$ cat config.mk
export PLATFORM = sky130hd
export DESIGN_NAME = dmem_dump_ctrl
export DESIGN_NICKNAME = d
export VERILOG_FILES = /design/src/rtl/dmem_dump_ctrl.sv
export SDC_FILE = /design/constraint.sdc
export NUM_CORES = 1
export LEC_CHECK = 0
export ABC_CLOCK_PERIOD_IN_PS = 3900
export CAP_MARGIN = 20
export CORE_MARGIN = 5
export CORE_UTILIZATION = 48
export DETAILED_ROUTE_END_ITERATION = 6
export PLACE_DENSITY = 0.77
export SETUP_SLACK_MARGIN = 0.1
export SLEW_MARGIN = 20
export SYNTH_ARGS = -nofsm -noshare
export SYNTH_HDL_FRONTEND = slang
export SYNTH_SLANG_ARGS = --single-unit
$ cat constraint.sdc
create_clock -name CLK -period 3.9 [get_ports CLK]
set_input_delay 1.17 -clock CLK [delete_from_list [all_inputs] [get_ports CLK]]
set_output_delay 1.17 -clock CLK [all_outputs]
set_load 0.05 [all_outputs]
$ cat src/rtl/dmem_dump_ctrl.sv
// Data-SRAM read-back engine: streams BASE..BASE+LEN-1 out over valid/ready.
// Optional DMEM_DUMP_CHECKSUM_EN adds DUMP_SUM, the sum of every accepted word.
module dmem_dump_ctrl #(
  parameter int ADDR_W = 10,
  parameter int DATA_W = 32,
  parameter int LEN_W  = 11
) (
  input  logic              CLK,
  input  logic              RSTn,
  input  logic              DUMP_START,
  input  logic [ADDR_W-1:0] DUMP_BASE,
  input  logic [LEN_W-1:0]  DUMP_LEN,
  output logic              DUMP_BUSY,
  output logic              DUMP_DONE,
  output logic              DUMP_CTRL,
  output logic              MEM_csb0,
  output logic              MEM_web0,
  output logic [ADDR_W-1:0] MEM_addr0,
  input  logic [DATA_W-1:0] MEM_dout0,
  output logic              OUT_VALID,
  input  logic              OUT_READY,
  output logic [DATA_W-1:0] OUT_DATA,
  output logic [ADDR_W-1:0] OUT_ADDR
`ifdef DMEM_DUMP_CHECKSUM_EN
  ,
  output logic [DATA_W-1:0] DUMP_SUM
`endif
);

  // state | meaning
  // IDLE  | waiting for DUMP_START
  // READ  | issuing reads while credit allows
  // DRAIN | all reads issued, emptying in-flight read and FIFO
  // DONE  | one-cycle completion pulse
  typedef enum logic [1:0] {S_IDLE, S_READ, S_DRAIN, S_DONE} state_t;

  state_t              state_q, state_d;
  logic [ADDR_W-1:0]   base_q;
  logic [LEN_W-1:0]    len_q;
  logic [LEN_W-1:0]    issued_q;
  logic                inflight_q;
  logic [ADDR_W-1:0]   inflight_addr_q;
  logic [DATA_W-1:0]   fifo_data_q [2];
  logic [ADDR_W-1:0]   fifo_addr_q [2];
  logic                wr_ptr_q, rd_ptr_q;
  logic [1:0]          fifo_cnt_q;

  logic                start_acc, issue, push, pop;
  logic [2:0]          occ;

  assign push = inflight_q;
  assign pop  = (fifo_cnt_q != 2'd0) && OUT_READY;
  // Occupancy after this edge's pop; keeps 1 word/clk with READY held high.
  assign occ  = {2'b00, inflight_q} + {1'b0, fifo_cnt_q} - {2'b00, pop};

  always_comb begin
    state_d   = state_q;
    start_acc = 1'b0;
    issue     = 1'b0;
    case (state_q)
      S_IDLE: begin
        if (DUMP_START) begin
          start_acc = 1'b1;
          state_d   = (DUMP_LEN == '0) ? S_DONE : S_READ;
        end
      end
      S_READ: begin
        if ((issued_q != len_q) && (occ < 3'd2)) begin
          issue = 1'b1;
          if ((issued_q + LEN_W'(1)) == len_q) state_d = S_DRAIN;
        end
      end
      S_DRAIN: begin
        if (!inflight_q && ((fifo_cnt_q == 2'd0) || ((fifo_cnt_q == 2'd1) && pop)))
          state_d = S_DONE;
      end
      S_DONE:  state_d = S_IDLE;
      default: state_d = S_IDLE;
    endcase
  end

  assign DUMP_BUSY = (state_q == S_READ) || (state_q == S_DRAIN);
  assign DUMP_CTRL = DUMP_BUSY;
  assign DUMP_DONE = (state_q == S_DONE);
  assign MEM_csb0  = ~issue;
  assign MEM_web0  = 1'b1;
  assign MEM_addr0 = base_q + issued_q[ADDR_W-1:0];
  assign OUT_VALID = (fifo_cnt_q != 2'd0);
  assign OUT_DATA  = fifo_data_q[rd_ptr_q];
  assign OUT_ADDR  = fifo_addr_q[rd_ptr_q];

  always_ff @(posedge CLK or negedge RSTn) begin
    if (!RSTn) begin
      state_q         <= S_IDLE;
      base_q          <= '0;
      len_q           <= '0;
      issued_q        <= '0;
      inflight_q      <= 1'b0;
      inflight_addr_q <= '0;
      wr_ptr_q        <= 1'b0;
      rd_ptr_q        <= 1'b0;
      fifo_cnt_q      <= 2'd0;
      for (int i = 0; i < 2; i++) begin
        fifo_data_q[i] <= '0;
        fifo_addr_q[i] <= '0;
      end
    end else begin
      state_q <= state_d;
      if (start_acc) begin
        base_q   <= DUMP_BASE;
        len_q    <= DUMP_LEN;
        issued_q <= '0;
      end else if (issue) begin
        issued_q <= issued_q + LEN_W'(1);
      end
      inflight_q <= issue;
      if (issue) inflight_addr_q <= MEM_addr0;
      if (push) begin
        fifo_data_q[wr_ptr_q] <= MEM_dout0;
        fifo_addr_q[wr_ptr_q] <= inflight_addr_q;
        wr_ptr_q              <= ~wr_ptr_q;
      end
      if (pop) rd_ptr_q <= ~rd_ptr_q;
      fifo_cnt_q <= fifo_cnt_q + {1'b0, push} - {1'b0, pop};
    end
  end

`ifdef DMEM_DUMP_CHECKSUM_EN
  logic [DATA_W-1:0] sum_q;

  always_ff @(posedge CLK or negedge RSTn) begin
    if (!RSTn)          sum_q <= '0;
    else if (start_acc) sum_q <= '0;
    else if (pop)       sum_q <= sum_q + OUT_DATA;
  end

  assign DUMP_SUM = sum_q;
`endif

endmodule

==> results of run 1 <==
==> per-layer routing <==
metal  share of wire, %  vias up  track usage (%)
met5                  0        -                0
met1                 44     2214             23.6
met3                4.9       18             5.17
met4                1.7        0             6.81
li1                   -     2080                -
met2                 50      124             29.4
==> cells in the final DEF (no fill, tap or decap), types with 4 or more instances in the layout <==
cell type	instances
ha_1	14
nand4_1	4
or3_1	7
dfrtp_1	131
clkbuf_16	17
nand2_1	75
a21oi_1	12
xnor2_1	9
buf_12	4
buf_4	11
o21ai_0	13
inv_1	9
mux2i_1	4
mux2_2	136
clkinvlp_4	5
nor3_1	4
clkdlybuf4s50_1	103
xor2_1	19
nor2_1	7
nor4_1	6
==> cell type report <==
| cell class | instances | area [sq um] | area share (%) |
|---|---|---|---|
| multi-input cells | 358 | 3060 | 35.9 |
| clock buffers | 18 | 429 | 5.04 |
| well taps | 176 | 220 | 2.59 |
| repair buffers | 122 | 1260 | 14.8 |
| clock inverters | 14 | 176 | 2.07 |
| flip-flops and latches | 133 | 3330 | 39.1 |
| inverters | 10 | 37.5 | 0.441 |
==> path summary, 6_finish.rpt <==
path / start / endpoint / depth (start not counted)
min in group asynchronous: RSTn / fifo_data_q[7] / 1
worst min-delay path: base_q[6] / base_q[6] / 2
worst max-delay path: OUT_READY / MEM_csb0 / 10
worst max register to register: fifo_cnt_q[1] / issued_q[9] / 13
worst min register to register: base_q[6] / base_q[6] / 2
max in group asynchronous: RSTn / issued_q[1] / 2
==> per-stage QoR <==
stage	hold slack, ns	util, %	cell area [sq um]
after floorplan	0.452	-	6500
after global placement	0.470	59.3	7820
after detailed placement	0.472	59.3	7820
after CTS	0.487	64.3	8480
after global routing	0.507	64.5	8510
final	0.483	64.5	8510
==> sequential cells by signal, summed over array words and instances (netlist names) <==
signal / cells
len_q: 11
state_q: 2
fifo_cnt_q: 2
fifo_addr_q: 20
issued_q: 11
inflight_addr_q: 10
wr_ptr_q: 1
fifo_data_q: 64
base_q: 10
rd_ptr_q: 1
inflight_q: 1
==> timing repair <==
item	4_1_cts	5_1_grt
setup buffers	1	0
hold endpoints to repair	0	0
gates resized for setup	18	5
pin swaps	9	4
endpoints found under the setup margin	4	3
==> cell families (layout without fill, tap and decap cells) <==
family | count (synthesis) | after routing | synth area share (%)
mux | 140 | 140 | 24.4
flops | 133 | 133 | 51.6
simple gates | 128 | 128 | 9.42
compound gates | 41 | 41 | 4.13
buf+inv | 39 | 164 | 2.62
xor+xnor | 29 | 29 | 3.94
fa+ha+maj | 19 | 19 | 3.92
other cells | 1 | 1 | 0.0581
==> synthesized netlist by cell type (3+ instances only) <==
cell	number
a21oi_1	14
and2_1	3
and4_1	3
buf_1	4
buf_2	6
clkbuf_1	16
dfrtp_1	133
ha_1	17
inv_1	10
mux2_2	136
mux2i_1	4
nand2_1	76
nand3_1	4
nand4_1	4
nor2_1	8
nor3_1	5
nor4_1	6
o21ai_0	14
o31ai_1	4
or3_1	7
or4_1	3
xnor2_1	10
xor2_1	19
==> tightest hold or removal path, cell delays in order (launching register included) <==
cell,delay [ns]
dfrtp_1,0.34
nand2_1,0.05
nand2_1,0.05
==> power breakdown <==
group,switching (mW),internal [mW]
logic,0.606,0.438
registers,0.0478,1.42
clock network,0.613,1.01
==> flow_summary.json, run 1 <==
{
  "fillers": 999,
  "tns_ns": -0.00451,
  "clock-sinks": 133,
  "grt_pass1_wl_um": 23100,
  "synth-async-reset-ratio_pct": 100,
  "critPathKind": "input port to output port",
  "synth_edf_count": 0,
  "crit_slowest_cell": "fa_2",
  "timing.final.crit_share_pct": 100,
  "synth_flop_cell": "dfrtp_1",
  "synth_area_leaders": "dfrtp_1 (52%), mux2_2 (24%), nand2_1 (4.4%)",
  "worstMarginPinSlew_ns": 0.966,
  "post-dp-hpwl_um": 9530,
  "powerDensity_nw_per_um2": 485,
  "p_leak_nw": 4.06,
  "vias_per_cell": 5.34,
  "cpLargestDelayFamily": "adder cells",
  "wl_per_cell_um": 16.7,
  "die_h_um": 126,
  "synth.avg_cell_area_sq_um": 12.2,
  "finalWirelength_um": 13900,
  "yosysWarnings": 0,
  "rsz0062_at_grt": "true",
  "grt_antenna_before_repair": 0,
  "die-area_sq_um": 15900,
  "hold_buffers": 0,
  "syn_nets": 606,
  "track_usage_pct": 18.3,
  "via_count": 4436,
  "core.rowCount": 42,
  "finalWorstSetupSlack_ns": -0.00451,
  "max_clock_freq_ghz": 0.256,
  "violations": "negative setup slack",
  "start_kind": "input port",
  "clock_latency_ns": 0.42,
  "drc": 0,
  "drt-initial-drc-count": 159,
  "synth.cell_area_sq_um": 6450,
  "status": "finished, violations left",
  "grt-ovfl-total": 0,
  "slew_headroom_pct": 35.5,
  "n_antenna_cell": 0,
  "cts_tree": "built",
  "syn_inst": 530,
  "area_delta_synth_final_pct": 31.8,
  "crit_chain": "buf_6 -> and2_4 -> ha_4 -> inv_2 -> ha_4 -> fa_2 -> xnor2_2 -> nor2_2 -> nand3_2 -> buf_6",
  "initial_utilization_pct": 48.9,
  "dp_cells": 798,
  "finalSetupViolations": 1,
  "crit_path_max_incr_delay_ns": 0.34,
  "critPathRequiredTime_ns": 2.73,
  "fin_nets": 718,
  "grt_max_degree": 73,
  "gp_congestion": 0.909,
  "core-area_sq_um": 13200,
  "hold_viol": 0,
  "port_buffers": 113,
  "pre_cts_slack_ns": -0.395,
  "crit_buf_inv": 3,
  "clk_path_buf_depth": 2,
  "synth_top_area_share_pct": 51.6,
  "crit_arrival_ns": 2.73,
  "yosysTopAreaCell": "dfrtp_1",
  "cts_htree_levels": 4,
  "synth_seq_cells": 133,
  "path_max_fanout": 2,
  "final_layout_size_suffix_gt1_share_pct": 31.9,
  "crit_path_end_kind": "output port",
  "final_cells": 831,
  "clk_pin_slew_ns": 0.05,
  "drv_cap": 0,
  "cts_inserted_buffers": 17,
  "final_max_slew_viol_count": 0,
  "min_period_ns": 3.90,
  "root_buffer": "clkbuf_16",
  "ys_seq_area_share_pct": 51.6,
  "ff2ff_setup_slack_ns": 0.90,
  "io_pins": 115,
  "ir_drop_mv": 0.264,
  "fp.dieW_um": 126,
  "finClkSkew_ns": 0.00640,
  "hp-class": "flop to flop",
  "drt_first_pass_iters": 4,
  "grt_pass1_vias": 4539,
  "power_mw": 4.13,
  "ant_nets": 0,
  "synth_cell_types": 41
}
Note: power is estimated with default switching activity, not from simulation.
==> run 2, diff against run 1 <==
--- a/config.mk
+++ b/config.mk
@@ -5,12 +5,11 @@
 export SDC_FILE = /design/constraint.sdc
 export NUM_CORES = 1
 export LEC_CHECK = 0
-export ABC_CLOCK_PERIOD_IN_PS = 3900
+export ABC_CLOCK_PERIOD_IN_PS = 4600
 export CAP_MARGIN = 20
 export CORE_MARGIN = 5
-export CORE_UTILIZATION = 48
+export CORE_UTILIZATION = 40
 export DETAILED_ROUTE_END_ITERATION = 6
-export PLACE_DENSITY = 0.77
 export SETUP_SLACK_MARGIN = 0.1
 export SLEW_MARGIN = 20
 export SYNTH_ARGS = -nofsm -noshare
==> constraint.sdc (replaced) <==
create_clock -name CLK -period 4.6 [get_ports CLK]
set_input_delay 1.38 -clock CLK [delete_from_list [all_inputs] [get_ports CLK]]
set_output_delay 1.38 -clock CLK [all_outputs]
set_load 0.05 [all_outputs]
==> flow_summary.json, run 2 (same netlist as run 1, synthesis figures left out) <==
{
  "status": "finished, final reports clean",
  "via_count": 4392,
  "hp-class": "flop to flop",
  "clk_pin_slew_ns": 0.06,
  "crit_chain": "clkdlybuf4s15_1 -> and2_4 -> ha_4 -> inv_1 -> ha_2 -> fa_2 -> xnor2_2 -> nor2_4 -> nand3_4 -> buf_8",
  "r2r_cells": 13,
  "r2r_end": "issued_q[7]",
  "final_max_slew_viol_count": 0,
  "crit_path_end_kind": "output port",
  "seq_area_sq_um": 3330,
  "grt_pass1_wl_um": 23600,
  "drv_cap": 0,
  "fp.dieW_um": 137,
  "finalWirelength_um": 14300,
  "die-area_sq_um": 18800,
  "post-dp-hpwl_um": 10200,
  "vias_per_cell": 5.04,
  "layout_common_cells": "mux2_2 (136), dfrtp_1 (132), clkdlybuf4s50_1 (106)",
  "min_path_cells": 2,
  "port_buffers": 113,
  "core-area_sq_um": 15900,
  "stdcell_area_sq_um": 8520,
  "clock-sinks": 133,
  "multi_input_area_sq_um": 3030,
  "n_antenna_cell": 0,
  "drt_first_pass_iters": 4,
  "powerDensity_nw_per_um2": 426,
  "grt_max_degree": 69,
  "fillers": 1362,
  "die_h_um": 137,
  "grt_pass1_vias": 4634,
  "path_max_fanout": 2,
  "fin_hold_ws_ns": 0.484,
  "start_kind": "input port",
  "critPathKind": "input port to output port",
  "grt-ovfl-total": 0,
  "worstHoldStart": "base_q[0]",
  "clock_latency_ns": 0.42,
  "p_leak_nw": 4.09,
  "slew_headroom_pct": 43.7,
  "finClkSkew_ns": 0.00723,
  "wl_per_cell_um": 16.4,
  "fin_nets": 718,
  "ant_nets": 0,
  "hold_buffers": 0,
  "reg_top3": "fifo_data_q (64), fifo_addr_q (20)",
  "ir_drop_mv": 0.246,
  "finalSetupViolations": 0,
  "crit_slowest_cell": "fa_2",
  "largest_reg_flops": 64,
  "track_usage_pct": 16.1,
  "crit_path_max_incr_delay_ns": 0.35,
  "worstMarginPinSlew_ns": 0.845,
  "cts_tree": "built",
  "drt-initial-drc-count": 202,
  "area_delta_synth_final_pct": 32.0,
  "drc": 0,
  "min_period_ns": 4.46,
  "hold_path_end": "base_q[0]",
  "max_clock_freq_ghz": 0.224,
  "timing.rr.start": "fifo_cnt_q[1]",
  "clk_path_buf_depth": 2,
  "grt_antenna_before_repair": 0,
  "root_buffer": "clkbuf_16",
  "ff2ff_setup_slack_ns": 1.59,
  "gp_congestion": 0.820,
  "hold_viol": 0,
  "initial_utilization_pct": 40.6,
  "mostFrequentLayoutCell": "mux2_2",
  "cts_inserted_buffers": 17,
  "timing.final.crit_share_pct": 96.9,
  "io_pins": 115,
  "final_layout_size_suffix_gt1_share_pct": 29.6,
  "core.rowCount": 46,
  "critPathRequiredTime_ns": 3.22,
  "largest_register": "fifo_data_q",
  "placed_cell_area_sq_um": 7790,
  "crit_arrival_ns": 3.08,
  "cts_htree_levels": 4,
  "rsz0062_at_grt": "true"
}
-- run 2: repair_timing --
| action | 4_1_cts | 5_1_grt |
|---|---|---|
| pin swaps | 3 | 3 |
| endpoints found under the setup margin | 2 | 4 |
| buffers inserted | 2 | 0 |
| gates resized for setup | 8 | 10 |
-- run 2: layout make-up --
type / count / area share, %
well taps: 216 / 3.17
repair buffers: 122 / 14.2
clock buffers: 20 / 5.24
clock inverters: 12 / 2.38
inverters: 10 / 0.441
multi-input cells: 358 / 35.5
flip-flops and latches: 133 / 39.1
-- run 2: stage by stage --
stage	utilization [%]	instances	TNS [ns]	power, mW	setup WS (ns)
5_1_grt	53.6	871	0	3.78	0.0627
2_1_floorplan	-	530	0	1.81	0.174
3_5_place_dp	49.0	837	-0.310	2.12	-0.310
4_1_cts	53.3	871	-0.0357	3.64	-0.0357
6_report	53.6	871	0	3.63	0.143
3_3_place_gp	49.0	837	-0.272	2.11	-0.272
-- run 2: worst max-delay path by stage --
| stage | startpoint | end | slack, ns | cells past startpoint |
|---|---|---|---|---|
| 2_1_floorplan | OUT_READY | MEM_csb0 | 0.17 | 10 |
| 3_3_place_gp | OUT_READY | MEM_csb0 | -0.27 | 10 |
| 3_5_place_dp | OUT_READY | MEM_csb0 | -0.31 | 10 |
| 4_1_cts | OUT_READY | MEM_csb0 | -0.04 | 10 |
| 5_1_grt | OUT_READY | MEM_csb0 | 0.06 | 10 |
| 6_report | OUT_READY | MEM_csb0 | 0.14 | 10 |
-- run 2: per-layer routing --
metal | vias to the layer above | track usage [%] | share of wire (%)
li1 | 2084 | - | -
met1 | 2174 | 21.0 | 45
met2 | 110 | 25.9 | 48
met3 | 24 | 3.86 | 4.9
met4 | 0 | 6.10 | 1.5
met5 | - | 0 | 0
-- run 2: power by group --
group | total [mW] | switching, mW | internal [mW] | leakage, nW
combinational | 0.896 | 0.510 | 0.385 | 2.00
sequential | 1.26 | 0.0605 | 1.20 | 1.77
clock | 1.47 | 0.497 | 0.977 | 0.314
-- run 2: critical path, delay by kind of cell --
| family | cells | cell delay [ns] |
|---|---|---|
| xor gates and xnor gates | 1 | 0.16 |
| adders and majority gates | 3 | 0.76 |
| and+or+nand+nor | 3 | 0.39 |
| buffers and inverters | 3 | 0.39 |
